==> config.mk <==
export PLATFORM = sky130hd
export DESIGN_NAME = ssd_bcd_driver
export DESIGN_NICKNAME = d
export VERILOG_FILES = /design/src/rtl/ssd_pkg.sv /design/src/rtl/bin2bcd_seq.sv /design/src/rtl/ssd_bcd_driver.sv
export SDC_FILE = /design/constraint.sdc
export NUM_CORES = 1
export LEC_CHECK = 0
export BUFFER_PORTS_ARGS = -buffer_cell sky130_fd_sc_hd__buf_2
export CAP_MARGIN = 0
export CORE_MARGIN = 2
export CORE_UTILIZATION = 63
export CTS_CLUSTER_SIZE = 20
export DETAILED_ROUTE_END_ITERATION = 10
export GPL_TIMING_DRIVEN = 0
export PLACE_DENSITY = 0.84
export SLEW_MARGIN = 0
export SYNTH_ARGS = -nofsm -noshare
export SYNTH_HDL_FRONTEND = slang
export SYNTH_SLANG_ARGS = --single-unit
==> constraint.sdc <==
create_clock -name clk -period 3.2 [get_ports clk]
set_input_delay 0.16 -clock clk [delete_from_list [all_inputs] [get_ports clk]]
set_output_delay 0.16 -clock clk [all_outputs]
set_load 0.02 [all_outputs]
==> src/rtl/ssd_pkg.sv <==
// Shared types and constants for the seven-segment BCD display back end:
// converter states, segment patterns and the binary/BCD widths.
package ssd_pkg;

    localparam int BIN_W    = 13;               // binary input width, 0..8191
    localparam int BCD_W    = 16;               // four BCD nibbles
    localparam int SHIFT_W  = BCD_W + BIN_W;    // double-dabble working register
    localparam int CNT_W    = 4;                // enough to count BIN_W shifts
    localparam int LAST_CNT = BIN_W - 1;        // index of the final shift

    // Converter FSM states
    typedef enum logic [1:0] {
        IDLE = 2'd0,
        CONV = 2'd1,
        LOAD = 2'd2
    } conv_state_e;

    // Active-low segment patterns, {a,b,c,d,e,f,g} with a at bit 6
    localparam logic [6:0] SEG_0     = 7'b0000001;
    localparam logic [6:0] SEG_1     = 7'b1001111;
    localparam logic [6:0] SEG_2     = 7'b0010010;
    localparam logic [6:0] SEG_3     = 7'b0000110;
    localparam logic [6:0] SEG_4     = 7'b1001100;
    localparam logic [6:0] SEG_5     = 7'b0100100;
    localparam logic [6:0] SEG_6     = 7'b0100000;
    localparam logic [6:0] SEG_7     = 7'b0001111;
    localparam logic [6:0] SEG_8     = 7'b0000000;
    localparam logic [6:0] SEG_9     = 7'b0000100;
    localparam logic [6:0] SEG_BLANK = 7'b1111111;

    // Map one BCD nibble to its segment pattern; non-decimal codes go dark
    function automatic logic [6:0] seg_decode(input logic [3:0] digit);
        logic [6:0] seg;
        case (digit)
            4'd0:    seg = SEG_0;
            4'd1:    seg = SEG_1;
            4'd2:    seg = SEG_2;
            4'd3:    seg = SEG_3;
            4'd4:    seg = SEG_4;
            4'd5:    seg = SEG_5;
            4'd6:    seg = SEG_6;
            4'd7:    seg = SEG_7;
            4'd8:    seg = SEG_8;
            4'd9:    seg = SEG_9;
            default: seg = SEG_BLANK;
        endcase
        return seg;
    endfunction

    // Double-dabble correction: add 3 to every nibble that is 5 or more so
    // the following left shift carries correctly into the next decade
    function automatic logic [BCD_W-1:0] dabble_adjust(input logic [BCD_W-1:0] bcd);
        logic [BCD_W-1:0] res;
        logic [3:0]       nib;
        res = '0;
        for (int i = 0; i < BCD_W / 4; i++) begin
            nib = bcd[i*4 +: 4];
            if (nib >= 4'd5) begin
                nib = nib + 4'd3;
            end
            res[i*4 +: 4] = nib;
        end
        return res;
    endfunction

endpackage

==> src/rtl/bin2bcd_seq.sv <==
// Sequential double-dabble converter. A change on value_in seen while idle
// starts a 13-shift conversion; the finished BCD is published in one step so
// a partial result is never visible on bcd_out.
module bin2bcd_seq
    import ssd_pkg::*;
(
    input  logic             clk,
    input  logic             rst,        // asynchronous, active low
    input  logic [BIN_W-1:0] value_in,
    output logic [BCD_W-1:0] bcd_out,
    output logic             busy
);

    conv_state_e        state_q, state_d;
    logic [BIN_W-1:0]   val_q,   val_d;
    logic [SHIFT_W-1:0] shift_q, shift_d;
    logic [CNT_W-1:0]   cnt_q,   cnt_d;
    logic [BCD_W-1:0]   bcd_q,   bcd_d;
    logic               busy_q,  busy_d;
    logic [SHIFT_W-1:0] adjusted;

    // Next-state logic: IDLE watches for a new value, CONV adjusts and
    // shifts once per cycle, LOAD publishes the finished BCD digits
    always_comb begin
        // NOTE: every variable gets a default first so no path leaves one
        // unassigned, which would otherwise infer a latch.
        state_d  = state_q;
        val_d    = val_q;
        shift_d  = shift_q;
        cnt_d    = cnt_q;
        bcd_d    = bcd_q;
        adjusted = {dabble_adjust(shift_q[SHIFT_W-1 -: BCD_W]), shift_q[BIN_W-1:0]};

        case (state_q)
            IDLE: begin
                if (value_in != val_q) begin
                    val_d   = value_in;
                    shift_d = {{BCD_W{1'b0}}, value_in};
                    cnt_d   = '0;
                    state_d = CONV;
                end
            end
            CONV: begin
                shift_d = adjusted << 1;
                if (cnt_q == CNT_W'(LAST_CNT)) begin
                    state_d = LOAD;
                end else begin
                    cnt_d = cnt_q + CNT_W'(1);
                end
            end
            LOAD: begin
                bcd_d   = shift_q[SHIFT_W-1 -: BCD_W];
                state_d = IDLE;
            end
            default: begin
                state_d = IDLE;
            end
        endcase

        busy_d = (state_d != IDLE);
    end

    // Converter state registers
    always_ff @(posedge clk or negedge rst) begin
        if (!rst) begin
            state_q <= IDLE;
            val_q   <= '0;
            shift_q <= '0;
            cnt_q   <= '0;
            bcd_q   <= '0;
            busy_q  <= 1'b0;
        end else begin
            // NOTE: non-blocking assignments so every flop samples the values
            // from before this edge, independent of statement order.
            state_q <= state_d;
            val_q   <= val_d;
            shift_q <= shift_d;
            cnt_q   <= cnt_d;
            bcd_q   <= bcd_d;
            busy_q  <= busy_d;
        end
    end

    assign bcd_out = bcd_q;
    assign busy    = busy_q;

endmodule

==> src/rtl/ssd_bcd_driver.sv <==
// Four-digit seven-segment back end: converts the datapath's display value to
// BCD and time-multiplexes the digits onto active-low anodes and segments.
module ssd_bcd_driver
    import ssd_pkg::*;
#(
    parameter int REFRESH_BITS = 18,    // scan counter width; top 2 bits pick the digit
    parameter bit BLANK_LZ     = 1'b1   // blank leading zeros (digit 0 always shown)
) (
    input  logic             clk,
    input  logic             rst,       // asynchronous, active low
    input  logic [BIN_W-1:0] value_in,
    output logic [BCD_W-1:0] bcd_out,
    output logic             busy,
    output logic [3:0]       ANODES,
    output logic [6:0]       LED_OUT
);

    logic [REFRESH_BITS-1:0] scan_cnt_q, scan_cnt_d;
    logic [3:0]              anodes_q,   anodes_d;
    logic [6:0]              led_q,      led_d;
    logic [1:0]              dsel;
    logic [3:0]              digit;
    logic                    blank;
    logic [3:1]              zero_above; // digit i and all higher digits are zero

    bin2bcd_seq u_conv (
        .clk      (clk),
        .rst      (rst),
        .value_in (value_in),
        .bcd_out  (bcd_out),
        .busy     (busy)
    );

    assign dsel = scan_cnt_q[REFRESH_BITS-1 -: 2];

    // Select the active digit, decide blanking and form the next display outputs
    always_comb begin
        scan_cnt_d = scan_cnt_q + REFRESH_BITS'(1);

        zero_above[3] = (bcd_out[15:12] == 4'd0);
        zero_above[2] = zero_above[3] && (bcd_out[11:8] == 4'd0);
        zero_above[1] = zero_above[2] && (bcd_out[7:4]  == 4'd0);

        case (dsel)
            2'd0:    begin digit = bcd_out[3:0];   blank = 1'b0;          end
            2'd1:    begin digit = bcd_out[7:4];   blank = zero_above[1]; end
            2'd2:    begin digit = bcd_out[11:8];  blank = zero_above[2]; end
            default: begin digit = bcd_out[15:12]; blank = zero_above[3]; end
        endcase

        anodes_d = ~(4'b0001 << dsel);
        led_d    = (BLANK_LZ && blank) ? SEG_BLANK : seg_decode(digit);
    end

    // Free-running scan counter and registered display outputs
    always_ff @(posedge clk or negedge rst) begin
        if (!rst) begin
            scan_cnt_q <= '0;
            anodes_q   <= 4'b1111;
            led_q      <= SEG_BLANK;
        end else begin
            scan_cnt_q <= scan_cnt_d;
            anodes_q   <= anodes_d;
            led_q      <= led_d;
        end
    end

    assign ANODES  = anodes_q;
    assign LED_OUT = led_q;

endmodule

==> reports/results.tsv, run 1 <==
metric	value	unit
Post-Syn Instances	384	
Critical Path Start	scan_cnt_q[17]	
GRT Overall Usage	23.9	%
WS Path Type	reg -> reg	
Area Growth Syn to Fin	13.1	%
IO Port Bufs	42	
Worst-path clk slew	0.09	ns
post-route clock skew	0.00794	ns
Slowest cell on crit path	mux4_2	
Placed Area	4790	sq um
final hold violation count	0	
Die Span X	87.9	um
reg2reg setup slack	1.11	ns
I/O pins	43	
Ant. Diodes	0	
maximum VDD drop	0.633	mV
initial drt markers	153	
GP Congestion	0.881	
share of layout cells above drive strength 1	23.9	%
PD cells	885	nW/um^2
CP peak stage delay	0.43	ns
Static Leak	2.38	nW
final net count	471	
# Max-Cap Violations	0	
Core Rows	30	
number of antenna violations at the first check in global routing	0	
Startpoint Class	flip-flop	
total power	4.44	mW
min Tclk post-route	2.09	ns
root buffer cell	clkbuf_8	
outcome	completed	
largest net degree at the start of global routing	51	
CTS resizes	0	
clock latency at the later pin of the worst-skew pair	0.35	ns
register bit total from synthesis	94	
Tightest Pin Transition	0.577	ns
CTS tree	done	
syn_area_per_cell	11.5	sq um
DRC	0	
relative slew slack	61.5	%
per-cell routed wire length	15.8	um
Final Util	73.8	%
Mapped Area	4430	sq um
Clock Path Buffers	2	
RR Endpoint	LED_OUT[2]	
Sink Count	94	
first drt pass iteration count	4	
DPL Wire Length	6.18	mm
crit path to	LED_OUT[2]	
Worst Path Required	3.47	ns
Routed WL	8.54	mm
CTS buffer count	9	
Setup TNS	0	ns
Layout Cells excl Fill	540	
Cell Chain, Critical Path	clkbuf_1 > mux4_2 > inv_1 > ha_1 > inv_1 > mux2_1 > o22ai_1 > nand2_1	
placeable core area	6790	sq um
DIE HEIGHT	87.9	um
Vias	3103	
final setup fails	0	
CTS H-tree lvls	3	
CP arrival	2.35	ns
Min-Delay Path Class	in -> reg	
YS warnings	0	
die area	7720	sq um
Crit path top cell by count	inv_1	
Max Transition Viols Final	0	
RSZ-0062 raised after global routing	false	
period utilization	65.2	%
register area share after synthesis	53.4	%
post-route ant nets	0	
Synth Net Count	416	
Reg2Reg Depth	8	
Remaining Overflow, GRT	0	
Worst Setup End Kind	flip-flop	
Critical Path Fanout Max	8	
vias in the first global route	3108	
Initial Utilization	65.2	%
global-route wire length before repair	14.3	mm
max frequency	0.479	GHz
post-DR vias/cell	5.75	
Yosys cell types	39	
RR Startpoint	scan_cnt_q[17]	
Post-Place Cells	523	
Design Area, Final	5010	sq um
[cell families after synthesis]
kind of cell / Yosys count / share of synthesized area (%)
AOI/OAI and AO/OA: 68 / 11.0
DFF: 94 / 53.4
xor gates and xnor gates: 37 / 7.31
and+or+nand+nor: 101 / 11.3
buffers and inverters: 36 / 3.39
adders and majority gates: 17 / 4.80
muxes: 31 / 8.78
[cell type report]
class	count	area, sq um
flip-flops and latches	94	2370
multi-input cells	254	1920
fillers	438	1780
repair buffers	44	250
clock buffers	12	155
well taps	96	120
inverters	22	82.6
plain buffers	14	67.6
clock inverters	4	55.1
[synth_stat cells (all sizes together)]
cell type	count	area [sq um]
o41ai	1	16.3
ha	17	213
and3	4	25.0
nand3	9	45.0
xor2	9	78.8
mux4	4	90.1
xnor2	28	245
o21ai	26	130
o41a	1	11.3
dfstp	11	289
a22o	8	70.1
buf	7	41.3
a21oi	5	25.0
nand2	37	139
nor2b	5	31.3
and4	2	17.5
nor2	13	48.8
o32ai	3	26.3
dfrtp	83	2080
clkinv	1	3.75
nand2b	4	25.0
nand4	6	37.5
nor3	2	10.0
inv	21	78.8
o31ai	1	7.51
o22ai	6	37.5
nor4	2	12.5
a211oi	3	22.5
o21ba	1	10.0
or4b	1	10.0
clkbuf	7	26.3
or4	1	7.51
mux2i	4	40.0
mux2	23	259
and2	14	87.6
or2	1	6.26
a221o	13	130
[power breakdown]
| part | switching, mW | leakage [nW] | total (mW) | internal (mW) |
|---|---|---|---|---|
| sequential | 0.280 | 1.18 | 1.85 | 1.57 |
| clock | 0.402 | 0.103 | 0.809 | 0.407 |
| combinational | 0.949 | 1.10 | 1.77 | 0.824 |
| total | 1.63 | 2.38 | 4.44 | 2.81 |
[routing by layer]
layer	wire, um	track usage (%)	up-vias
li1	-	-	1456
met1	3770	31.8	1535
met2	4250	39.3	94
met3	373	4.24	18
met4	149	9.23	0
met5	0	0	-
[cell usage in the layout (no fill, tap or decap), drive strengths merged, types with 5 or more instances in the layout]
cell type  instances
a22o               8
o22ai              6
xor2               9
nand3              9
inv               21
a221o             13
and2              14
o21ai             26
a21oi              5
buf               50
nor2              13
nand4              6
mux2              23
nand2             37
dfstp             11
nor2b              5
clkbuf            19
dfrtp             83
xnor2             28
ha                17
[sequential cells by signal, indices dropped and copies added, names as in the netlist]
register and count:
scan_cnt_q 18, LED_OUT 7, u_conv.val_q 13, ANODES 4, u_conv.state_q 2, u_conv.bcd_out 16
u_conv.busy 1, u_conv.cnt_q 4, u_conv.shift_q 29
[how the worst min path moves through the flow]
| stage | from | to | slack, ns | depth (start not counted) |
|---|---|---|---|---|
| floorplan | rst | scan_cnt_q[0] | -0.14 | 0 |
| global placement | value_in[0] | u_conv.shift_q[0] | 0.43 | 2 |
| detailed placement | rst | u_conv.bcd_out[14] | 0.19 | 1 |
| CTS | value_in[4] | u_conv.shift_q[4] | 0.06 | 2 |
| global route | value_in[2] | u_conv.val_q[2] | 0.07 | 2 |
| finish | value_in[4] | u_conv.shift_q[4] | 0.07 | 2 |
[worst max-delay path, delay by kind of cell, from the launching register on]
| family | cells | cell delay, ns |
|---|---|---|
| adders and majority gates | 1 | 0.18 |
| AOI/OAI and AO/OA | 1 | 0.15 |
| DFF | 1 | 0.33 |
| and+or+nand+nor | 1 | 0.07 |
| buffers and inverters | 3 | 0.54 |
| muxes | 2 | 0.73 |
[stage by stage]
stage / worst slack [ns] / hold slack [ns]
global placement: 1.15 / 0.433
CTS: 1.13 / 0.0622
floorplan: 1.34 / -0.136
finish: 1.11 / 0.0693
global route: 1.01 / 0.0730
detailed placement: 1.16 / 0.195
[what timing repair did]
item | in CTS | in global routing
hold endpoints to repair | 33 | 0
setup buffers | 0 | 0
hold buffers | 1 | 0
Power figures use the tool's default switching activity.
==> run 2, diff against run 1 <==
--- a/config.mk
+++ b/config.mk
@@ -8,11 +8,11 @@
 export BUFFER_PORTS_ARGS = -buffer_cell sky130_fd_sc_hd__buf_2
 export CAP_MARGIN = 0
 export CORE_MARGIN = 2
-export CORE_UTILIZATION = 63
+export CORE_UTILIZATION = 53
 export CTS_CLUSTER_SIZE = 20
 export DETAILED_ROUTE_END_ITERATION = 10
 export GPL_TIMING_DRIVEN = 0
-export PLACE_DENSITY = 0.84
+export PLACE_DENSITY = 0.75
 export SLEW_MARGIN = 0
 export SYNTH_ARGS = -nofsm -noshare
 export SYNTH_HDL_FRONTEND = slang
==> constraint.sdc (replaced) <==
create_clock -name clk -period 1.8 [get_ports clk]
set_input_delay 0.09 -clock clk [delete_from_list [all_inputs] [get_ports clk]]
set_output_delay 0.09 -clock clk [all_outputs]
set_load 0.02 [all_outputs]
==> run 2 against run 1 <==
  * Final cell count up 8.5%
  * Wire length up 25%
  * First-iteration DRC count up 35%
  * Die area up 18%
  * Setup slack worse by 1.3 ns
  * Maximum frequency up 4.4%
  * Clock power up 87%
  * The run now ends with setup timing left
  * Worst hold slack worse by 0.065 ns
  * Clock skew up 0.0016 ns
  * Sequential share of layout area down 5.4 points
  * Flip-flop and latch count unchanged
  * Critical path depth down 3
==> reports/results.tsv, run 2 (synthesized netlist as in run 1, its figures left out) <==
metric	value	unit	change
outcome	finished, violations left		
failing checks	setup timing		
relative slew slack	69.2	%	+7.7 points
Cell Chain, Critical Path	xnor2_1 > nand3_1 > o41a_1 > buf_6 > a221o_1		
Worst Setup End Kind	flip-flop		
per-cell routed wire length	18.2	um	+15%
maximum VDD drop	0.932	mV	+47%
Startpoint Class	flip-flop		
Tightest Pin Transition	0.460	ns	-0.117 ns
CTS buffer count	9		unchanged
max frequency	0.501	GHz	+4.4%
largest net degree at the start of global routing	75		+47%
DRC	0		unchanged
number of antenna violations at the first check in global routing	0		unchanged
Critical Path Fanout Max	8		unchanged
Routed WL	10.7	mm	+25%
Worst-path clk slew	0.10	ns	about the same
max FFs per register	29		unchanged
Layout Cells excl Fill	586		+8.5%
Initial Utilization	54.2	%	-11 points
Worst Hold Depth	2		unchanged
IO Port Bufs	42		unchanged
CTS tree	done		
Reg2Reg Depth	5		-3
post-DR vias/cell	5.76		+0.29%
placeable core area	8180	sq um	+20%
I/O pins	43		unchanged
CP arrival	2.25	ns	-0.10 ns
first drt pass iteration count	4		unchanged
Remaining Overflow, GRT	0		unchanged
routing usage on met1	29.3	%	-2.5 points
final hold violation count	0		unchanged
CP peak stage delay	0.56	ns	+0.13 ns
period utilization	111	%	+46 points
total power	9.03	mW	+100%
Clock Path Buffers	2		unchanged
Post-Place Cells	532		+1.7%
GP Congestion	0.807		-8.5%
Static Leak	2.68	nW	+13%
final net count	508		+7.9%
final setup fails	51		+51
busiest layer in global routing	met2		
Max Transition Viols Final	0		unchanged
root buffer cell	clkbuf_8		
RSZ-0062 raised after global routing	true		
Vias	3377		+8.8%
Slowest cell on crit path	o41a_1		
Area Growth Syn to Fin	27.7	%	
global-route wire length before repair	16.2	mm	+14%
met2 usage	39.8	%	+0.46 points
vias in the first global route	3332		+7.2%
Ant. Diodes	0		unchanged
Worst Path Required	2.05	ns	-1.42 ns
post-route clock skew	0.00950	ns	+0.00156 ns
DIE HEIGHT	95.4	um	+8.6%
commonest cells after routing, fill and taps aside	dfrtp_1, buf_2, nand2_1		
WS Path Type	reg -> reg		
Final Util	69.2	%	-4.6 points
commonest non-fill, non-tap cell in the layout	dfrtp_1		
# Max-Cap Violations	0		unchanged
DPL Wire Length	6.28	mm	+1.6%
post-route setup slack	-0.198	ns	-1.31 ns
fillers	575		+31%
Sink Count	94		unchanged
PD cells	1600	nW/um^2	+80%
initial drt markers	206		+35%
min Tclk post-route	2.00	ns	-0.0888 ns
post-route ant nets	0		unchanged
CTS H-tree lvls	3		unchanged
GRT Overall Usage	23.5	%	-0.39 points
largest register by flop count	u_conv.shift_q		
Die Span X	95.4	um	+8.6%
Core Rows	33		+10%
grt met3 use	3.72	%	-0.53 points
Min-Delay Path Class	in -> reg		
worst slack, placed	-0.227	ns	-1.38 ns
share of layout cells above drive strength 1	36.0	%	+12 points
clock latency at the later pin of the worst-skew pair	0.37	ns	+0.02 ns
die area	9110	sq um	+18%
==> run 2: worst paths after layout <==
path	startpoint	endpoint	slack, ns
min in group asynchronous	rst	scan_cnt_q[15]	0.14
max in group asynchronous	rst	scan_cnt_q[0]	0.99
worst max register to register	u_conv.val_q[3]	u_conv.shift_q[12]	-0.20
worst min register to register	scan_cnt_q[6]	scan_cnt_q[6]	0.47
worst min-delay path	value_in[7]	u_conv.shift_q[7]	0.004
worst max-delay path	u_conv.val_q[3]	u_conv.shift_q[12]	-0.20
==> run 2: stage by stage <==
step,TNS (ns),hold slack [ns],cell area (sq um)
floorplan,-0.0332,-0.206,4430
global placement,-18.82,0.363,4770
detailed placement,-7.24,0.00115,4800
CTS,-1.84,-0.0132,5420
global route,-8.82,0.0118,5660
finish,-4.92,0.00434,5660
==> run 2: cell type report <==
| type | count | area [sq um] | area share [%] |
|---|---|---|---|
| timing repair inverter | 1 | 11.3 | 0.199 |
| tap | 105 | 131 | 2.32 |
| timing repair buffer | 83 | 607 | 10.7 |
| multi-input combinational | 254 | 2140 | 37.9 |
| buffer | 11 | 90.1 | 1.59 |
| clock buffer | 11 | 151 | 2.68 |
| inverter | 22 | 92.6 | 1.64 |
| sequential | 94 | 2370 | 41.8 |
| clock inverter | 5 | 63.8 | 1.13 |
==> run 2: timing repair <==
action                                 CTS  global route
pin swaps                               21            33
gates cloned                             3             1
setup endpoints to repair               59            58
resized for setup                       36            52
setup buffers                           19             4
hold buffers                            13             1
endpoints found under the hold margin  105             1
==> run 2: routing by layer <==
layer  routed length (um)  vias to the layer above
li1                     -                     1534
met1                 4510                     1726
met2                 5480                      100
met3                  465                       17
met4                  206                        0
met5                    0                        -
==> run 2: critical path, delay by kind of cell (launching register included) <==
family / cells / cell delay (ns)
xor gates and xnor gates: 1 / 0.20
AOI/OAI and AO/OA: 2 / 0.91
buffers and inverters: 1 / 0.19
and+or+nand+nor: 1 / 0.15
DFF: 1 / 0.42
==> run 2: report_power, final <==
| part | switching [mW] | total, mW | internal [mW] |
|---|---|---|---|
| registers | 0.574 | 3.37 | 2.80 |
| logic | 2.09 | 4.16 | 2.07 |
| clock network | 0.775 | 1.51 | 0.731 |
==> run 3, diff against run 2 <==
--- a/config.mk
+++ b/config.mk
@@ -5,12 +5,12 @@
 export SDC_FILE = /design/constraint.sdc
 export NUM_CORES = 1
 export LEC_CHECK = 0
-export BUFFER_PORTS_ARGS = -buffer_cell sky130_fd_sc_hd__buf_2
 export CAP_MARGIN = 0
 export CORE_MARGIN = 2
-export CORE_UTILIZATION = 53
+export CORE_UTILIZATION = 57
 export CTS_CLUSTER_SIZE = 20
 export DETAILED_ROUTE_END_ITERATION = 10
+export DONT_BUFFER_PORTS = 1
 export GPL_TIMING_DRIVEN = 0
 export PLACE_DENSITY = 0.75
 export SLEW_MARGIN = 0
==> run 3 against run 2 <==
  * The run ends with hold timing, setup timing left
  * Clock power is 6% higher
  * Critical path depth unchanged
  * Total power fell by 3.6%
  * Largest power group is now sequential cells
==> reports/results.tsv, run 3 (synthesized netlist as in run 1, its figures left out) <==
metric	value	unit	change
DRC	0		unchanged
RSZ-0062 raised after global routing	true		
Initial Utilization	58.0	%	+3.7 points
Min-Delay Path Class	in -> async		
worst slack, placed	-0.220	ns	+0.00635 ns
Max Transition Viols Final	0		unchanged
Worst Hold Slack	-0.601	ns	-0.605 ns
final hold violation count	94		+94
max FFs per register	29		unchanged
Static Leak	2.43	nW	-9.5%
outcome	finished, violations left		
number of antenna violations at the first check in global routing	0		unchanged
post-route ant nets	0		unchanged
largest register by flop count	u_conv.shift_q		
Remaining Overflow, GRT	0		unchanged
CTS H-tree lvls	3		unchanged
Vias	3106		-8.0%
grt met3 use	5.01	%	+1.3 points
fillers	547		-4.9%
Startpoint Class	flip-flop		
largest net degree at the start of global routing	95		+27%
Worst Setup End Kind	flip-flop		
final setup fails	34		-33%
Area Growth Syn to Fin	20.8	%	
Sink Count	94		unchanged
WS Path Type	reg -> reg		
root buffer cell	clkbuf_8		
Setup TNS	-2.15	ns	+2.77 ns
post-route clock skew	0.0129	ns	+0.00339 ns
first drt pass iteration count	4		unchanged
Core Rows	32		-3.0%
GRT Overall Usage	23.3	%	-0.15 points
# Max-Cap Violations	0		unchanged
Routed WL	9.76	mm	-8.5%
hold bufs inserted after CTS	13		unchanged
I/O pins	43		unchanged
post-route setup slack	-0.128	ns	+0.0694 ns
min Tclk post-route	1.93	ns	-0.0694 ns
Worst-path clk slew	0.10	ns	about the same
CP arrival	2.19	ns	-0.06 ns
clock latency at the later pin of the worst-skew pair	0.37	ns	about the same
total power	8.71	mW	-3.6%
CTS tree	done		
DIE HEIGHT	92.2	um	-3.4%
max frequency	0.519	GHz	+3.6%
busiest layer in global routing	met2		
CTS buffer count	9		unchanged
DPL Wire Length	5.80	mm	-7.7%
PD cells	1630	nW/um^2	+1.9%
vias in the first global route	3226		-3.2%
Final Util	70.0	%	+0.82 points
commonest cells after routing, fill and taps aside	dfrtp_1, nand2_1, xnor2_1		
Die Span X	92.2	um	-3.4%
placeable core area	7650	sq um	-6.5%
relative slew slack	68.9	%	-0.29 points
Clock Path Buffers	2		unchanged
met2 usage	38.5	%	-1.2 points
final net count	459		-9.6%
per-cell routed wire length	18.3	um	+0.40%
maximum VDD drop	0.956	mV	+2.6%
GP Congestion	0.773		-4.1%
failing checks	hold timing, setup timing		
post-DR vias/cell	5.82		+0.93%
Tightest Pin Transition	0.465	ns	+0.00433 ns
commonest non-fill, non-tap cell in the layout	dfrtp_1		
Critical Path Fanout Max	10		+2
die area	8500	sq um	-6.7%
IO Port Bufs	0		-100%
routing usage on met1	29.4	%	+0.092 points
Ant. Diodes	0		unchanged
period utilization	107	%	-3.9 points
share of layout cells above drive strength 1	29.4	%	-6.6 points
global-route wire length before repair	15.6	mm	-4.0%
initial drt markers	172		-17%
Worst Path Required	2.06	ns	about the same
[run 3: worst paths after layout]
path	cells past startpoint	endpoint	start	slack, ns
setup reg to reg	5	u_conv.shift_q[1]	u_conv.val_q[3]	-0.13
min in group clk	5	u_conv.busy	value_in[1]	0.23
setup / recovery	5	u_conv.shift_q[1]	u_conv.val_q[3]	-0.13
max in group asynchronous	0	LED_OUT[2]	rst	2.21
hold reg to reg	1	scan_cnt_q[15]	scan_cnt_q[15]	0.47
hold / removal	0	scan_cnt_q[15]	rst	-0.60
[run 3: per-layer routing]
| metal | share of wire (%) | vias to the layer above |
|---|---|---|
| li1 | - | 1435 |
| met1 | 42 | 1552 |
| met2 | 50 | 94 |
| met3 | 5.4 | 25 |
| met4 | 2.3 | 0 |
| met5 | 0 | - |
[run 3: power by group]
group	leakage (nW)	internal (mW)	switching, mW
registers	1.16	2.82	0.791
clock network	0.112	0.804	0.795
logic	1.15	1.83	1.68
[run 3: critical path: stages (launching register included)]
cell     delay [ns]
dfrtp_1        0.42
xnor2_2        0.22
nand3_2        0.11
o41a_1         0.52
buf_6          0.19
a221o_1        0.35
[run 3: area by class of cell]
class	instances	area, sq um	share of cell area [%]
Buffer	11	95.1	1.78
Clock inverter	7	105	1.96
Tap cell	102	128	2.38
Timing Repair inverter	1	6.26	0.117
Inverter	22	85.1	1.59
Timing Repair Buffer	34	320	5.98
Multi-Input combinational cell	254	2110	39.4
Clock buffer	9	124	2.31
Sequential cell	94	2380	44.4
[run 3: through the flow]
step,cell area [sq um],hold slack [ns],std cells
after floorplan,4430,-0.206,384
after CTS,5160,-0.604,528
after global routing,5360,-0.616,534
after global placement,4560,-0.203,486
after detailed placement,4560,-0.203,486
final,5360,-0.601,534
[run 3: timing repair]
action | in CTS | in global routing
pin swaps | 21 | 14
gates cloned | 1 | 1
resized for setup | 47 | 29
buffers inserted | 15 | 5
hold endpoints to repair | 120 | 94
endpoints found under the setup margin | 49 | 52
